--- src/rtl/bitmap_vram_arbiter.sv ---
// bitmap_vram_arbiter: shares one synchronous video RAM port between the CPU
// and the video scan. Slots alternate on every ce (0 = CPU, 1 = video).
// Single-pixel CPU writes are done as a read-modify-write across two CPU slots.
module bitmap_vram_arbiter #(
   parameter int  PIX_W     = 4,
   parameter int  HS_W      = 8,
   parameter int  VS_W      = 8,
   parameter int  ADDR_W    = 15,
   parameter int  PROT_BITS = 3,
   localparam int LP        = $clog2(8 / PIX_W),
   localparam int LPW       = (LP > 0) ? LP : 1
) (
   input  logic              clk,
   input  logic              RESETn,
   input  logic              ce,
   input  logic              cpu_req,
   input  logic              cpu_we,
   input  logic              cpu_bitmode,
   input  logic [LPW-1:0]    cpu_pix,
   input  logic [ADDR_W-1:0] cpu_addr,
   input  logic [7:0]        cpu_din,
   output logic [7:0]        cpu_dout,
   output logic              cpu_ack,
   input  logic [HS_W-1:0]   hs,
   input  logic [VS_W-1:0]   vs,
   output logic [PIX_W-1:0]  pix_out,
   output logic [ADDR_W-1:0] mem_addr,
   output logic              mem_we,
   output logic [7:0]        mem_din,
   input  logic [7:0]        mem_dout
);

   typedef enum logic [1:0] {S_IDLE, S_RD_WAIT, S_WR_ISSUE, S_ACK} state_e;

   state_e            state_q;
   logic              slot_q;
   logic              we_q, bm_q;
   logic [LPW-1:0]    pix_q;
   logic [ADDR_W-1:0] addr_q;
   logic [PIX_W-1:0]  pixd_q;
   logic [7:0]        rdbuf_q;
   logic [LPW-1:0]    vidx_q;
   logic              vvalid_q;
   logic              cpu_ack_q;
   logic [7:0]        cpu_dout_q;
   logic [PIX_W-1:0]  pix_out_q;

   logic              plain_wr;
   logic [ADDR_W-1:0] vid_addr;

   // Bit offset of pixel field idx; field 0 sits in the MSBs.
   function automatic int field_shift(input logic [LPW-1:0] idx);
      int i;
      i = (PIX_W == 8) ? 0 : int'(idx);
      return 8 - (i + 1) * PIX_W;
   endfunction

   function automatic logic [PIX_W-1:0] get_field(input logic [7:0] b, input logic [LPW-1:0] idx);
      logic [7:0] t;
      t = b >> field_shift(idx);
      return t[PIX_W-1:0];
   endfunction

   function automatic logic [7:0] put_field(input logic [7:0] b, input logic [LPW-1:0] idx,
                                            input logic [PIX_W-1:0] p);
      logic [7:0] m, v;
      m = (8'hFF >> (8 - PIX_W)) << field_shift(idx);
      v = 8'(p) << field_shift(idx);
      return (b & ~m) | v;
   endfunction

   // Pixel value placed in the MSBs of a byte, remaining bits zero.
   function automatic logic [7:0] left_align(input logic [PIX_W-1:0] p);
      logic [7:0] t;
      t = 8'(p);
      return t << (8 - PIX_W);
   endfunction

   assign plain_wr = cpu_req & cpu_we & ~cpu_bitmode;
   assign vid_addr = {vs, hs[HS_W-1:LP]};

   // RAM port steering: live CPU address while idle so acceptance can issue immediately.
   always_comb begin
      // NOTE: a default assignment first keeps every path covered, so no latch is inferred.
      mem_addr = cpu_addr;
      if (slot_q)
         mem_addr = vid_addr;
      else if (state_q != S_IDLE)
         mem_addr = addr_q;
   end

   // Write strobe is gated by RESETn so a reset mid-operation can never write.
   assign mem_we  = ce & ~slot_q & RESETn &
                    (((state_q == S_IDLE) & plain_wr) | (state_q == S_WR_ISSUE));
   assign mem_din = (state_q == S_WR_ISSUE) ? put_field(rdbuf_q, pix_q, pixd_q) : cpu_din;

   // Slot phasing and video pixel pipeline.
   always_ff @(posedge clk or negedge RESETn) begin
      if (!RESETn) begin
         // NOTE: non-blocking assignments keep every register sampling pre-edge values.
         slot_q    <= 1'b0;
         vidx_q    <= '0;
         vvalid_q  <= 1'b0;
         pix_out_q <= '0;
      end else if (ce) begin
         slot_q <= ~slot_q;
         if (slot_q) begin
            vidx_q   <= hs[LPW-1:0];
            vvalid_q <= 1'b1;
         end else if (vvalid_q) begin
            pix_out_q <= get_field(mem_dout, vidx_q);
         end
      end
   end

   // CPU request FSM with registered ack and read data.
   always_ff @(posedge clk or negedge RESETn) begin
      if (!RESETn) begin
         state_q    <= S_IDLE;
         we_q       <= 1'b0;
         bm_q       <= 1'b0;
         pix_q      <= '0;
         addr_q     <= '0;
         pixd_q     <= '0;
         rdbuf_q    <= '0;
         cpu_ack_q  <= 1'b0;
         cpu_dout_q <= '0;
      end else begin
         cpu_ack_q <= 1'b0;
         unique case (state_q)
            S_IDLE: begin
               if (ce && !slot_q && cpu_req) begin
                  we_q   <= cpu_we;
                  bm_q   <= cpu_bitmode;
                  pix_q  <= cpu_pix;
                  addr_q <= cpu_addr;
                  pixd_q <= cpu_din[7 -: PIX_W];
                  if (plain_wr) begin
                     state_q   <= S_ACK;
                     cpu_ack_q <= 1'b1;
                  end else begin
                     state_q <= S_RD_WAIT;
                  end
               end
            end
            S_RD_WAIT: begin
               if (ce && slot_q) begin
                  rdbuf_q <= mem_dout;
                  if (!we_q) begin
                     cpu_dout_q <= bm_q ? left_align(get_field(mem_dout, pix_q)) : mem_dout;
                     state_q    <= S_ACK;
                     cpu_ack_q  <= 1'b1;
                  end else if (addr_q[ADDR_W-1 -: PROT_BITS] == '0) begin
                     state_q   <= S_ACK;
                     cpu_ack_q <= 1'b1;
                  end else begin
                     state_q <= S_WR_ISSUE;
                  end
               end
            end
            S_WR_ISSUE: begin
               if (ce && !slot_q) begin
                  state_q   <= S_ACK;
                  cpu_ack_q <= 1'b1;
               end
            end
            S_ACK: begin
               state_q <= S_IDLE;
            end
            default: state_q <= S_IDLE;
         endcase
      end
   end

   assign cpu_ack  = cpu_ack_q;
   assign cpu_dout = cpu_dout_q;
   assign pix_out  = pix_out_q;

endmodule

--- config.mk ---
export PLATFORM = sky130hd
export DESIGN_NAME = bitmap_vram_arbiter
export DESIGN_NICKNAME = d
export VERILOG_FILES = /design/src/rtl/bitmap_vram_arbiter.sv
export SDC_FILE = /design/constraint.sdc
export NUM_CORES = 1
export LEC_CHECK = 0
export ABC_AREA = 1
export CORE_MARGIN = 2
export CORE_UTILIZATION = 43
export CTS_BUF_LIST = sky130_fd_sc_hd__clkbuf_8 sky130_fd_sc_hd__clkbuf_16
export DETAILED_ROUTE_END_ITERATION = 8
export PLACE_DENSITY = 0.77
export SLEW_MARGIN = 15
export SYNTH_ARGS = -nofsm -noshare
export SYNTH_HDL_FRONTEND = slang
export SYNTH_SLANG_ARGS = --single-unit
--- constraint.sdc ---
create_clock -name clk -period 2.65 [get_ports clk]
set_clock_uncertainty 0.05 [all_clocks]
set_input_delay 0.3975 -clock clk [delete_from_list [all_inputs] [get_ports clk]]
set_output_delay 0.3975 -clock clk [all_outputs]
set_load 0.05 [all_outputs]
### After elaboration in Yosys (flattened, before gate mapping)

Index checks and enable logic that the tools add are counted.

| storage, ports and cells | value |
|---|---|
| logic and storage cells | 71 |
| register bits | 48 |

| operators by class | value |
|---|---|
| $add $sub $neg | 4 |
| multiplexer cells | 18 |
| shift operators | 4 |
| equal/unequal tests | 6 |
| reductions and logical operators | 13 |
| bitwise gates (word level) | 13 |

Operators with widths:

| kind | count |
|---|---|
| 8-bit by 32-bit right shift with 4-bit output | 2 |
| 4-bit by 32-bit left shift with 8-bit output | 1 |
| 4-bit by 32-bit left shift with 8-bit output (first input constant) | 1 |
| 15-bit two-way mux | 2 |
| 8-bit two-way mux | 2 |
| 4-bit by 4-bit subtractor with 5-bit output (first input constant) | 2 |
| 3-bit AND reduction | 3 |
| 8-bit bitwise AND | 1 |
| 1-bit two-way mux | 8 |
| 2-bit two-way mux | 4 |
| 8-bit inverter | 1 |
| 8-bit OR | 1 |
| 2-bit one-hot mux with 4 select lines | 1 |
| 1-bit bitwise AND | 6 |
| 2-bit AND reduction | 3 |
| 1-bit by 1-bit adder with 2-bit output (second input constant) | 2 |
| 2-bit equality test (second input constant) | 2 |
| 2-bit by 1-bit != test with 1-bit output (second input constant) | 2 |
| 1-bit logical AND | 3 |
| 3-bit zero test | 1 |
| 1-bit inverter | 3 |
| 1-bit one-hot mux with 3 select lines | 1 |
| 2-bit by 1-bit equality test with 1-bit output (second input constant) | 1 |
| 2-bit zero test | 1 |
| other kinds (4) | 4 |

### Logic depth before layout (Yosys ltp)

| logic depth | value |
|---|---|
| depth after elaboration | 7 |
| mapped depth | 9 |
| mapped depth without buffers | 8 |

### Worst setup path before layout

Ideal clock, no wire load.

| path | value |
|---|---|
| path kind | register to output |
| from | reg state_q[0] |
| to | out mem_din[2] |
| cell stages (with the launch flop) | 6 |
| data arrival time | 2,021 ps |
| setup slack | 182 ps |
| cell sequence | dfrtp_1 inv_1 ha_1 buf_2 o21ai_0 o21ai_0 |

| on the way | value |
|---|---|
| longest elaborated chain between the ends | 2 |

Ends and longest elaborated chain:

| element | line | source |
|---|---|---|
| start: declaration | 35 | `state_e state_q;` |
| start signal: assignment | 119 | `state_q <= S_IDLE;` |
| start signal: assignment | 139 | `state_q <= S_ACK;` |
| start signal: assignment | 142 | `state_q <= S_RD_WAIT;` |
| 2-bit equality test | 95 | `assign mem_din = (state_q == S_WR_ISSUE) ? put_field(rdbuf_q, pix_q, pixd_q) : cpu_din;` |
| 8-bit two-way mux | 95 |  |
| end: declaration | 29 | `output logic [7:0] mem_din,` |

Every way passes these cells.

### Worst setup path after layout

| path | value |
|---|---|
| from | reg state_q[0] |
| to | out mem_we |

| on the way | value |
|---|---|
| longest elaborated chain between the ends | 4 |

Ends and longest elaborated chain:

| element | line | source |
|---|---|---|
| 2-bit zero test | 94 | `(((state_q == S_IDLE) & plain_wr) \| (state_q == S_WR_ISSUE));` |
| 1-bit bitwise AND | 94 |  |
| 1-bit OR (*) | 94 |  |
| 1-bit bitwise AND (*) | 93 | `assign mem_we = ce & ~slot_q & RESETn &` |
| end: declaration | 28 | `output logic mem_we,` |

Mark *: on every way between the ends. The rest lies on a longest branch, timed or not.

==> out/results.md <==
| Item | Reported | Unit |
| --- | --- | --- |
| I/O pin total | 91 | - |
| Initial core utilization | 44.3 | % |
| Cell with the largest stage delay on the worst path | sky130_fd_sc_hd__dfrtp_1 | - |
| Setup violations, final | 0 | - |
| PwrDens | 1150 | mW/mm² |
| Endpoint of the lowest-slack register-to-register path | addr_q[14]$_DFFE_PN0P_ | - |
| # resized after CTS | 0 | - |
| Routed via count divided by cell count | 5.03 | - |
| Worst-path cell chain | inv_1 -> ha_1 -> inv_1 -> nand2_1 -> nand2_1 -> nor2_1 -> buf_12 | - |
| Wire length of the first global-routing pass | 10.6 | mm |
| Fraction of layout cells with a size suffix above 1 | 14.9 | % |
| Max VDD drop | 0.000814 | V |
| Kind of start point of the critical path | flip-flop | - |
| Vertical extent of the die | 82.1 | µm |
| WP data required | 2.20 | ns |
| Seq/Total Area, Yosys | 45.8 | % |
| Worst Path Max Fanout | 14 | - |
| Sum of net half-perimeters after detailed placement | 4.84 | mm |
| Wire length per cell after detailed routing | 13.2 | µm |
| Placement Rows | 28 | - |
| Util after Layout | 60.7 | % |
| Net count of the mapped netlist | 393 | - |
| # clock sinks | 48 | - |
| Commonest non-fill, non-tap cells in the layout | sky130_fd_sc_hd__nand2_1, sky130_fd_sc_hd__clkdlybuf4s50_1, sky130_fd_sc_hd__dfrtp_1, sky130_fd_sc_hd__a21oi_1, sky130_fd_sc_hd__nor2_1 | - |
| Relative max-transition margin | 60.2 | % |
| Type of the worst setup path | flip-flop to output pin | - |
| TritonCTS clock tree | done | - |
| Flop-to-flop setup slack | 0.79 | ns |
| Initial antenna violation count | 0 | - |
| Later-pin clock latency in the skew report | 0.29 | ns |
| Avg Synthesized Cell Area | 7.84 | µm² |
| Delay of the slowest critical-path stage | 0.43 | ns |
| Pin count of the biggest net entering global routing | 49 | - |
| Clock period minus worst slack | 2.44 | ns |
| Clock root cell | sky130_fd_sc_hd__clkbuf_8 | - |
| Most common cell after layout, fill and taps aside | sky130_fd_sc_hd__nand2_1 | - |
| Clock-pin slew of the registers on the worst-case setup and hold paths | 0.08 | ns |
| Worst min-delay path class | input pin to asynchronous set/reset pin | - |
| Vias in the first global route | 2256 | - |
| Overall die area | 0.00675 | mm² |
| Total gr overflow | 0 | - |
| Startpoint of the lowest-slack register-to-register path | state_q[1]$_DFFE_PN0P_ | - |
| Routed via count | 2498 | - |
| ANT nets after route | 0 | - |
| RSZ-0062 raised after global routing | no | - |
| Final total negative setup slack | 0 | ns |
| Total inserted antenna cells | 0 | - |
| DRC violations left | 0 | - |
| Total routed wirelength | 6.58 | mm |
| Area inside the core boundary | 0.00592 | mm² |
| Count of state elements after synthesis | 48 | - |
| Critical path arrival | 1.99 | ns |
| Sum of buffers and inverters on the critical path | 3 | - |
| Static leakage | 1.75 | nW |
| Fill cell instance count of the final layout | 519 | - |
| Number of clock buffers inserted by TritonCTS | 5 | - |
| Total track usage | 20.2 | % |
| Quantity of I/O buffers inserted on ports | 90 | - |
| Number of H-tree branching levels | 2 | - |
| Upper clock frequency limit | 410 | MHz |
| Max-capacitance violation count | 0 | - |
| Synth Cell Area | 0.00263 | mm² |
| DRC marker count from the first detailed-route iteration | 187 | - |
| Layout overhead on the synthesized area | 36.8 | % |
| Worst R2R Path Depth | 5 | - |
| Number of detailed-route iterations in the first pass | 5 | - |
| Maximum buffer depth of the clock tree | 2 | - |
| Status | complete, no violations | - |
| FF+latch area | 0.00120 | mm² |
| Family with the most delay on the worst path | buffers and inverters | - |
| Total count of hold-check failures in the final report | 0 | - |
| Footprint of the multi-input gates | 0.00118 | mm² |
| Width of the chip | 82.1 | µm |
| Post-route fraction of the period consumed by the critical path | 92.0 | % |
| Post-CTS setup buffer count | 0 | - |
| Number of cells produced by synthesis | 335 | - |
| Placer Congestion | 0.833 | - |
| Transition at the pin with the smallest max-transition slack | 0.597 | ns |
| Number of different library cells in the post-synthesis netlist | 25 | - |
| Number of hold buffers added after CTS | 0 | - |
| Final Worst Setup Slack | 0.213 | ns |
| Pre-CTS worst setup slack | 0.542 | ns |
| Yosys warns | 0 | - |
| Pins Over Slew Limit | 0 | - |
| Number of nets in the layout | 479 | - |
| Critical Path Sink Type | output pin | - |
[routing by layer]
layer  part of all wire [%]  vias up  GRT usage, %
met5                      0        -             0
met4                   0.91        0          5.33
met3                    5.3        7          3.26
met2                     47       69          30.0
met1                     47     1172          30.6
li1                       -     1250             -
[synth_stat cells, drive strengths merged]
cell type,n,area [µm²]
o22ai,4,25.0
nand3,4,32.5
buf,13,97.6
clkinv,1,3.75
clkbuf,1,3.75
nand2,84,330
dfrtp,48,1200
or2,1,6.26
ha,4,50.1
inv,36,135
nand4,1,6.26
a21oi,46,241
nor2,42,189
o21ai,50,303
[metrics by stage]
stage | instances | instance area [µm²] | power [W] | hold slack (ns)
final | 497 | 3590 | 0.00414 | 0.160
after global routing | 497 | 3590 | 0.00444 | 0.208
after CTS | 497 | 3590 | 0.00417 | 0.184
after detailed placement | 489 | 3500 | 0.00372 | 0.415
after global placement | 489 | 3500 | 0.00367 | 0.416
after floorplan | 335 | 2630 | 0.00299 | 0.0519
[worst register-to-register path: cells and delay by family (launching register included)]
| family | cells | cell delay [ns] |
|---|---|---|
| compound gates | 1 | 0.04 |
| fa+ha+maj | 1 | 0.35 |
| buf+inv | 1 | 0.12 |
| flops | 1 | 0.41 |
| simple gates | 2 | 0.78 |
[how the worst max path moves through the flow]
stage                                       from                endpoint  slack [ns]  cells after the start
after floorplan           state_q[0]$_DFFE_PN0P_              mem_din[2]        0.18                      5
after global placement                   cpu_req                  mem_we        0.55                      6
after detailed placement                      ce  addr_q[14]$_DFFE_PN0P_        0.54                      6
after CTS                 state_q[0]$_DFFE_PN0P_                  mem_we        0.22                      7
after global routing      state_q[0]$_DFFE_PN0P_                  mem_we        0.07                      7
final                     state_q[0]$_DFFE_PN0P_                  mem_we        0.21                      7
[registers in the layout (all words and copies together), names as in the netlist, 2 cells and up]
name	count
state_q	2
addr_q	15
rdbuf_q	8
pixd_q	4
pix_out	4
cpu_dout	8
[power breakdown]
group	switching, W	leakage [nW]	internal (W)
Clock	0.000231	0.0538	0.000206
Combinational	0.00161	1.11	0.000811
Sequential	0.000237	0.583	0.00105
Total	0.00207	1.75	0.00207
[logic make-up (layout without fill, tap and decap cells)]
kind of cell | Yosys count | in the layout | share of synthesized area, %
AO/OA/AOI/OAI | 100 | 100 | 21.7
adder cells (fa/ha/maj) | 4 | 4 | 1.91
buffers and inverters | 51 | 138 | 9.15
flip-flops | 48 | 48 | 45.8
AND/OR/NAND/NOR | 132 | 132 | 21.5
[cell type report]
cell class | instances | share of cell area [%]
sequential | 48 | 33.4
clock buffer | 6 | 2.30
clock inverter | 2 | 0.209
inverter | 37 | 3.87
tap | 75 | 2.61
multi-input combinational | 236 | 33.0
timing repair buffer | 93 | 24.6
No activity file was read; power rests on OpenSTA's default activity.
